### src/rtl/mc_op_scheduler_if.sv
// EX-stage <-> multi-cycle scheduler signal bundle.
// MC_SCHED_PERF_EN adds the performance counter outputs.
interface mc_op_scheduler_if;
  logic        ex_valid;
  logic        op_mul;
  logic        op_div;
  logic        op_float;
  logic        flush;
  logic        stall;
  logic        unit_start;
  logic [1:0]  unit_sel;
  logic        result_valid;
  logic        busy;
`ifdef MC_SCHED_PERF_EN
  logic [31:0] perf_stall_cycles;
  logic [31:0] perf_ops;
`endif

  modport master (
    output ex_valid, op_mul, op_div, op_float, flush,
    input  stall, unit_start, unit_sel, result_valid, busy
`ifdef MC_SCHED_PERF_EN
    , input perf_stall_cycles, perf_ops
`endif
  );

  modport slave (
    input  ex_valid, op_mul, op_div, op_float, flush,
    output stall, unit_start, unit_sel, result_valid, busy
`ifdef MC_SCHED_PERF_EN
    , output perf_stall_cycles, perf_ops
`endif
  );
endinterface

### src/rtl/mc_op_scheduler.sv
// One-in-flight sequencer for the mul/div/float execute units in EX.
// Optional feature macro: MC_SCHED_PERF_EN (stall-cycle and issued-op counters).
module mc_op_scheduler #(
  parameter int MUL_LAT = 6,
  parameter int DIV_LAT = 32,
  parameter int FLT_LAT = 32,
  parameter int CNT_W   = 8
) (
  input  logic               clk,
  input  logic               rst,
  mc_op_scheduler_if.slave   bus
);

  typedef enum logic [1:0] {IDLE, BUSY, DONE} state_e;
  typedef enum logic [1:0] {
    SEL_NONE = 2'd0,
    SEL_MUL  = 2'd1,
    SEL_DIV  = 2'd2,
    SEL_FLT  = 2'd3
  } sel_e;

  state_e           state;
  sel_e             sel_q;
  sel_e             req_sel;
  sel_e             unit_sel;
  logic [CNT_W-1:0] count;
  logic [CNT_W-1:0] last_cnt;
  logic             req;
  logic             stall;
  logic             unit_start;
  logic             result_valid;

  // NOTE: every always_comb output gets a default first so no path can infer a latch.
  always_comb begin
    req_sel = SEL_NONE;
    if (bus.op_mul)        req_sel = SEL_MUL;
    else if (bus.op_div)   req_sel = SEL_DIV;
    else if (bus.op_float) req_sel = SEL_FLT;
  end

  assign req = bus.ex_valid & ~bus.flush & (req_sel != SEL_NONE);

  always_comb begin
    last_cnt = CNT_W'(MUL_LAT - 1);
    case (sel_q)
      SEL_DIV: last_cnt = CNT_W'(DIV_LAT - 1);
      SEL_FLT: last_cnt = CNT_W'(FLT_LAT - 1);
      default: last_cnt = CNT_W'(MUL_LAT - 1);
    endcase
  end

  // Issue is visible in the same cycle so the front end holds on T0.
  always_comb begin
    stall        = 1'b0;
    unit_start   = 1'b0;
    unit_sel     = SEL_NONE;
    result_valid = 1'b0;
    case (state)
      IDLE: begin
        stall      = req;
        unit_start = req;
        unit_sel   = req ? req_sel : SEL_NONE;
      end
      BUSY: begin
        stall    = ~bus.flush;
        unit_sel = sel_q;
      end
      DONE: begin
        result_valid = ~bus.flush;
        unit_sel     = sel_q;
      end
      default: ;
    endcase
    // Held reset must silence the combinational issue path as well.
    if (rst) begin
      stall        = 1'b0;
      unit_start   = 1'b0;
      unit_sel     = SEL_NONE;
      result_valid = 1'b0;
    end
  end

  // NOTE: sequential state uses non-blocking assignments so all registers update together.
  always_ff @(posedge clk or posedge rst) begin
    if (rst) begin
      state <= IDLE;
      count <= '0;
      sel_q <= SEL_NONE;
    end else begin
      case (state)
        IDLE: begin
          if (req) begin
            sel_q <= req_sel;
            count <= CNT_W'(1);
            state <= BUSY;
          end
        end
        BUSY: begin
          if (bus.flush) begin
            state <= IDLE;
            count <= '0;
            sel_q <= SEL_NONE;
          end else if (count == last_cnt) begin
            state <= DONE;
            count <= '0;
          end else begin
            count <= count + 1'b1;
          end
        end
        DONE: begin
          // Any req seen here is the retiring instruction itself.
          state <= IDLE;
          count <= '0;
          sel_q <= SEL_NONE;
        end
        default: begin
          state <= IDLE;
          count <= '0;
          sel_q <= SEL_NONE;
        end
      endcase
    end
  end

  assign bus.stall        = stall;
  assign bus.unit_start   = unit_start;
  assign bus.unit_sel     = unit_sel;
  assign bus.result_valid = result_valid;
  assign bus.busy         = (state != IDLE);

`ifdef MC_SCHED_PERF_EN
  logic [31:0] perf_stall_q;
  logic [31:0] perf_ops_q;

  // Free-running counters; wrap at 2^32.
  always_ff @(posedge clk or posedge rst) begin
    if (rst) begin
      perf_stall_q <= '0;
      perf_ops_q   <= '0;
    end else begin
      if (stall)      perf_stall_q <= perf_stall_q + 32'd1;
      if (unit_start) perf_ops_q   <= perf_ops_q + 32'd1;
    end
  end

  assign bus.perf_stall_cycles = perf_stall_q;
  assign bus.perf_ops          = perf_ops_q;
`endif

endmodule

### src/flat_wrapper.sv
// flat-port wrapper written by rule: the top's interface ports become plain ports
module mc_op_scheduler_flat 
#(
  parameter int MUL_LAT = 6,
  parameter int DIV_LAT = 32,
  parameter int FLT_LAT = 32,
  parameter int CNT_W   = 8
)
  (clk, rst, bus_ex_valid, bus_op_mul, bus_op_div, bus_op_float, bus_flush, bus_stall, bus_unit_start, bus_unit_sel, bus_result_valid, bus_busy);
  mc_op_scheduler_if bus_i ();
  input  logic clk;
  input  logic rst;
  input wire logic [$bits(bus_i.ex_valid)-1:0] bus_ex_valid;
  input wire logic [$bits(bus_i.op_mul)-1:0] bus_op_mul;
  input wire logic [$bits(bus_i.op_div)-1:0] bus_op_div;
  input wire logic [$bits(bus_i.op_float)-1:0] bus_op_float;
  input wire logic [$bits(bus_i.flush)-1:0] bus_flush;
  output wire logic [$bits(bus_i.stall)-1:0] bus_stall;
  output wire logic [$bits(bus_i.unit_start)-1:0] bus_unit_start;
  output wire logic [$bits(bus_i.unit_sel)-1:0] bus_unit_sel;
  output wire logic [$bits(bus_i.result_valid)-1:0] bus_result_valid;
  output wire logic [$bits(bus_i.busy)-1:0] bus_busy;
  assign bus_i.ex_valid = bus_ex_valid;
  assign bus_i.op_mul = bus_op_mul;
  assign bus_i.op_div = bus_op_div;
  assign bus_i.op_float = bus_op_float;
  assign bus_i.flush = bus_flush;
  assign bus_stall = bus_i.stall;
  assign bus_unit_start = bus_i.unit_start;
  assign bus_unit_sel = bus_i.unit_sel;
  assign bus_result_valid = bus_i.result_valid;
  assign bus_busy = bus_i.busy;
  mc_op_scheduler #(.MUL_LAT(MUL_LAT), .DIV_LAT(DIV_LAT), .FLT_LAT(FLT_LAT), .CNT_W(CNT_W)) u_core (.clk(clk), .rst(rst), .bus(bus_i));
endmodule
### config.mk
export PLATFORM = sky130hd
export DESIGN_NAME = mc_op_scheduler_flat
export DESIGN_NICKNAME = d
export VERILOG_FILES = /design/src/rtl/mc_op_scheduler_if.sv /design/src/rtl/mc_op_scheduler.sv /design/src/flat_wrapper.sv
export SDC_FILE = /design/constraint.sdc
export NUM_CORES = 1
export LEC_CHECK = 0
export CAP_MARGIN = 10
export CORE_ASPECT_RATIO = 1.25
export CORE_UTILIZATION = 45
export DETAILED_ROUTE_END_ITERATION = 8
export HOLD_SLACK_MARGIN = 0.05
export PLACE_DENSITY = 0.77
export SYNTH_ARGS = -nofsm -noshare
export SYNTH_HDL_FRONTEND = slang
export SYNTH_SLANG_ARGS = --single-unit
### constraint.sdc
create_clock -name clk -period 3.22 [get_ports clk]
set_input_delay 0.644 -clock clk [delete_from_list [all_inputs] [get_ports clk]]
set_output_delay 0.644 -clock clk [all_outputs]
set_load 0.1 [all_outputs]
# Word level (Yosys, flattened, before mapping)
# Cells that the tools add are included.
totals:
  in_bits: 7
  ff_bits: 12
  output_inout_bits: 6
classes:
  n_reduce_logical: 7
  eq_ne: 8
  bitwise: 3
  add_sub_neg: 1
  mux: 24
op_table:
  columns: ["cell", "count"]
  rows:
  - ["$mux 8", 3]
  - ["$mux 2", 10]
  - ["$pmux 8 s2", 1]
  - ["$pmux 2 s2", 3]
  - ["$add 8x1->8 const B", 1]
  - ["$eq 8x5->1", 1]
  - ["$eq 2x2->1 const B", 3]
  - ["$mux 1", 5]
  - ["$mux 5", 1]
  - ["$reduce_and 2->1", 2]
  - ["$reduce_bool 2->1", 2]
  - ["$reduce_or 2->1", 2]
  - ["$ne 3x2->1 const B", 1]
  - ["$and 1x1->1", 2]
  - ["$eq 2x1->1 const B", 1]
  - ["$logic_not 2->1", 1]
  - ["$ne 2x1->1 const B", 1]
  - ["$ne 2x2->1 const B", 1]
  - ["$pmux 1 s2", 1]
  - ["$not 1->1", 1]

# Longest topological paths before layout
logic_depth:
  word_depth: 8
  depth_mapped: 7
  depth_no_buf: 6

# Worst setup path after synthesis
# Ideal clock, no wire load.
synth_timing:
  path_kind: "register -> output"
  startpoint: "reg u_core.state[0]"
  endpoint: "out bus_unit_sel[1]"
  path_stages_with_launch: 7
  slack_ns: -0.448
  required_ns: 2.576
  path_buffers: 0
  arrival_ns: 3.024
  cell_sequence: "dfrtp_1 > inv_1 > ha_1 > nand3b_1 > nor3_1 > a21oi_1 > nor3_1"
synth_via:
  elab_chain_len: 4
  elab_cells_between_ends: 6
synth_rtl:
  columns: ["item", "line_no", "text"]
  rows:
  - ["from (decl)", "mc_op_scheduler.sv:22", "state_e state;"]
  - ["from (signal assigned)", "mc_op_scheduler.sv:86", "state <= IDLE;"]
  - ["from (signal assigned)", "mc_op_scheduler.sv:95", "state <= BUSY;"]
  - ["from (signal assigned)", "mc_op_scheduler.sv:100", "state <= IDLE;"]
  - ["$eq 2x2->1 or $eq 2x1->1 (tied branches)", "mc_op_scheduler.sv:58", "case (state)"]
  - ["$reduce_or 2->1 (no source line)", null, null]
  - ["$pmux 2 s2 *", "mc_op_scheduler.sv:58", null]
  - ["$mux 2 *", "mc_op_scheduler.sv:75", "if (rst) begin"]
  - ["to (decl)", "flat_wrapper.sv:20", "output wire logic [$bits(bus_i.unit_sel)-1:0] bus_unit_sel;"]
# Every way passes the cells marked *; elsewhere a longest branch is shown, timed or not.

# Worst setup path after layout
layout_timing:
  startpoint: "in bus_flush"
  endpoint: "out bus_unit_start"
layout_via:
  elab_chain_len: 5
layout_rtl:
  columns: ["item", "line_no", "text"]
  rows:
  - ["from (decl)", "flat_wrapper.sv:17", "input wire logic [$bits(bus_i.flush)-1:0] bus_flush;"]
  - ["$not 1->1", "mc_op_scheduler.sv:41", "assign req = bus.ex_valid & ~bus.flush & (req_sel != SEL_NONE);"]
  - ["$and 1x1->1 (2 in a row)", "mc_op_scheduler.sv:41", null]
  - ["$mux 1", "mc_op_scheduler.sv:58", null]
  - ["$mux 1", "mc_op_scheduler.sv:75", null]
  - ["to (decl)", "flat_wrapper.sv:19", "output wire logic [$bits(bus_i.unit_start)-1:0] bus_unit_start;"]
# No other way between the ends.

==> summary by stage <==
Synth
Yosys printed 0 warnings. The number of synthesized register bits is 12. The biggest area contributor in the post-synthesis netlist is dfrtp_1. Ranked by total cell area, the synthesized netlist is headed by dfrtp_1 (35%), ha_1 (7.3%), a21oi_1 (4.1%), nand2_1 (3.5%), o31ai_1 (3.5%). The synthesized netlist occupies a cell area of about 850 µm². The most common cell in the synthesized netlist is dfrtp_1. The number of distinct library cells after synthesis is 40. In the synthesized netlist the async set-or-reset flop fraction comes to 100%.

The mean instance size in the synthesized netlist is about 9 µm². Summed over its instances, the top area cell type makes up 35.2% of the synthesized netlist area. The part of the Yosys area used for sequential elements is between 30% and 40%. The count of mapped cells out of synthesis is 97. The flip-flop cell with the highest count after synthesis is dfrtp_1. Sorting the synthesized cells by how often they occur yields dfrtp_1 (12), nand2_1 (8), a21oi_1 (7), inv_1 (7). Counting every net in the synthesized netlist gives roughly 110. The number of enable flip-flop cells after synthesis is 0.

Clock tree
The maximum level of the CTS H-tree is 1. The number of clock sinks seen by CTS is 12. The count of hold-fix buffers inserted at cts is 0.

The clock reaches the later pin of the worst-skew pair after 0.27 ns. The clock passes through at most 2 buffers. Clock tree synthesis inserted a total of 3 buffers.

After clock tree synthesis, the clock-pin slew on the worst setup and hold paths is 0.07 ns. The number of setup buffers added after CTS is 0. In this run the clock root is driven by a clkbuf_4.

TritonCTS built the clock tree. Gates resized during post-CTS repair numbered 0.

Final layout
Of the cells placed in the final design, the portion with a size suffix greater than 1 is a little under a fifth. With fillers left out, the area of the finished cells amounts to 1050 µm². The layout has 162 filler cells. Relative to the synthesized area, the layout overhead comes to 22.6%.

The area taken by flip-flops and latches is approximately 300 µm². The antenna cell count is 0. In the final design database the tool counted 121 nets. The multi-input combinational cell area is 518 µm².

Power
VDD sags by at most 0.000447 V. In this run the static leakage power is 0.443 nW. The design draws 673 µW. The power per standard cell area is 644 nW/µm².

Global route
The total global-route track usage is a little under a quarter. Entering global routing, the biggest net connects 13 pins. The number of global-route vias before repair is just under 800. The number of antenna violations at the first check in global routing was 0. The total grt overflow is 0. The first global-routing pass estimated roughly 3.3 mm of wire.

Timing
Of the available clock period, the critical path in the final layout requires 85.3%. The max-slew violation count is 0. The count of final hold-check violations is 0. Final hold analysis gives a worst-case slack of 0.522 ns. The final setup skew is 0.000353 ns. Setup repair after global routing left no endpoint under its margin. Based on the critical path, the design can be clocked at up to between 300 and 400 MHz. The final critical-path required period is between 2 and 3 ns. The slew at the pin closest to its max-slew limit is 0.585 ns. Summed over all failing endpoints, the final setup total negative slack is 0 ns.

The slack of the critical path is 0.474 ns. The relative max-transition margin is 60.9%. The total of endpoints with negative setup slack in the final report is 0.

Routing
Dividing the detail-routed wire length by the instance count gives between 10 and 15 µm. The detail route stage leaves a number of antenna-violating nets equal to 0. The first routing iteration left 15 violations. For this block, the via count after detailed routing is roughly 800. For this run, the detailed router's first-pass iteration total came to 4. The post-route DRC violation count is 0. The overall routed net length is 1.88 mm. After detailed routing, the number of vias per cell comes to 6.36.

Placement
The total placed instance area is 1020 µm². The weighted congestion at the end of routability-driven global placement is 0.772. The placed wire-length estimate is 1.42 mm. The worst-case setup slack after placement is roughly 0.47 ns. In this run the tool buffered the top-level ports with 12 buffer cells.

Critical path
The signal on the critical path passes through clkdlybuf4s50_1, nand3b_1, or2_2, nor2_1, buf_12. By startpoint and endpoint, the worst setup path is classified as in -> out. STA classifies the critical path startpoint as an input pin. The standard cell with the maximum stage delay on the critical path is clkdlybuf4s50_1. On the worst path, the slowest cell contributes a delay of ~0.48 ns. The cell family contributing the most delay on the critical path is simple AND/OR/NAND/NOR gates. The maximum fanout encountered on the critical timing path is 5. The arrival time at the worst endpoint is 2.10 ns.

The nature of the critical path endpoint is an output pin. At the worst endpoint, the required time is between 2 and 3 ns. The sum of buffers and inverters on the critical path is 2.

Die
The number of top-level pins is 13. The die outline height is slightly above 50 µm. The starting density of the core is 48.3%. The die is slightly above 40 µm wide.

The floorplan step defined a core boundary enclosing about 1800 µm². Row generation in the floorplan step produced 17 rows. The die covers 2080 µm².

Job
The number of max-cap violations is 0.

Worst hold path
The worst min-delay path class is reg -> reg.

Outcome
The flow ran to the end, and the final reports show no timing, DRC or antenna violations.
==> cell families (layout without fill, tap and decap cells) <==
group           Yosys count  after routing  share of synthesized area, %
compound gates           30             30                          24.6
flops                    12             12                          35.2
buf+inv                  12             22                          6.30
simple gates             38             38                          26.5
fa+ha+maj                 5              5                          7.33
==> layer usage <==
| layer | vias to the layer above | GRT usage (%) | wire length, µm | share of wire, % |
|---|---|---|---|---|
| met1 | 389 | 26.7 | 822 | 44 |
| met4 | 0 | 8.33 | 36 | 1.9 |
| met2 | 22 | 39.6 | 954 | 51 |
| met3 | 5 | 5.31 | 64 | 3.4 |
| met5 | - | 0 | 0 | 0 |
| li1 | 385 | - | - | - |
==> state kept, by name (all words and copies together), names as in the netlist <==
| name | count |
|---|---|
| u_core.count | 8 |
| u_core.sel_q | 2 |
| u_core.state | 2 |
==> power by group <==
group / leakage [nW] / total, mW / internal [mW] / switching, mW
Combinational: 0.268 / 0.363 / 0.120 / 0.243
Clock: 0.0138 / 0.0913 / 0.0433 / 0.0479
Sequential: 0.161 / 0.219 / 0.179 / 0.0398
==> final timing paths <==
path                                                   from                           to  slack, ns  depth (start not counted)
worst min register to register  u_core.count[7]$_DFFE_PP0P_  u_core.count[7]$_DFFE_PP0P_       0.52                          1
min in group asynchronous                               rst  u_core.sel_q[1]$_DFFE_PP0P_       0.92                          2
worst max-delay path                              bus_flush               bus_unit_start       0.47                          5
worst max register to register  u_core.state[1]$_DFFE_PP0P_  u_core.count[7]$_DFFE_PP0P_       1.46                          5
worst min-delay path            u_core.count[7]$_DFFE_PP0P_  u_core.count[7]$_DFFE_PP0P_       0.52                          1
max in group asynchronous                               rst  u_core.count[4]$_DFFE_PP0P_       1.98                          2
==> worst register-to-register path, delay by kind of cell, from the launching register on <==
kind / cells / cell delay [ns]
adders and majority gates: 1 / 0.19
DFF: 1 / 0.43
and+or+nand+nor: 2 / 0.72
AOI/OAI and AO/OA: 1 / 0.25
buffers and inverters: 1 / 0.10
==> cells in the final DEF (no fill, tap or decap), drive strengths merged, types with 5 or more instances in the layout <==
master / n
nor2: 5
ha: 5
clkdlybuf4s50: 6
dfrtp: 12
inv: 7
a21oi: 7
buf: 6
nand2: 8
o21ai: 5
nor3: 5
==> metrics by stage <==
stage	util, %	instances
floorplan	-	97
global placement	58.0	123
detailed placement	58.0	123
CTS	59.2	126
global route	59.2	126
finish	59.2	126
==> layout make-up <==
class	count	share of cell area, %
clock buffer	3	2.15
tap	19	2.27
inverter	7	2.51
sequential	12	28.7
timing repair buffer	12	14.8
multi-input combinational	73	49.5
Power figures use the tool's default switching activity.
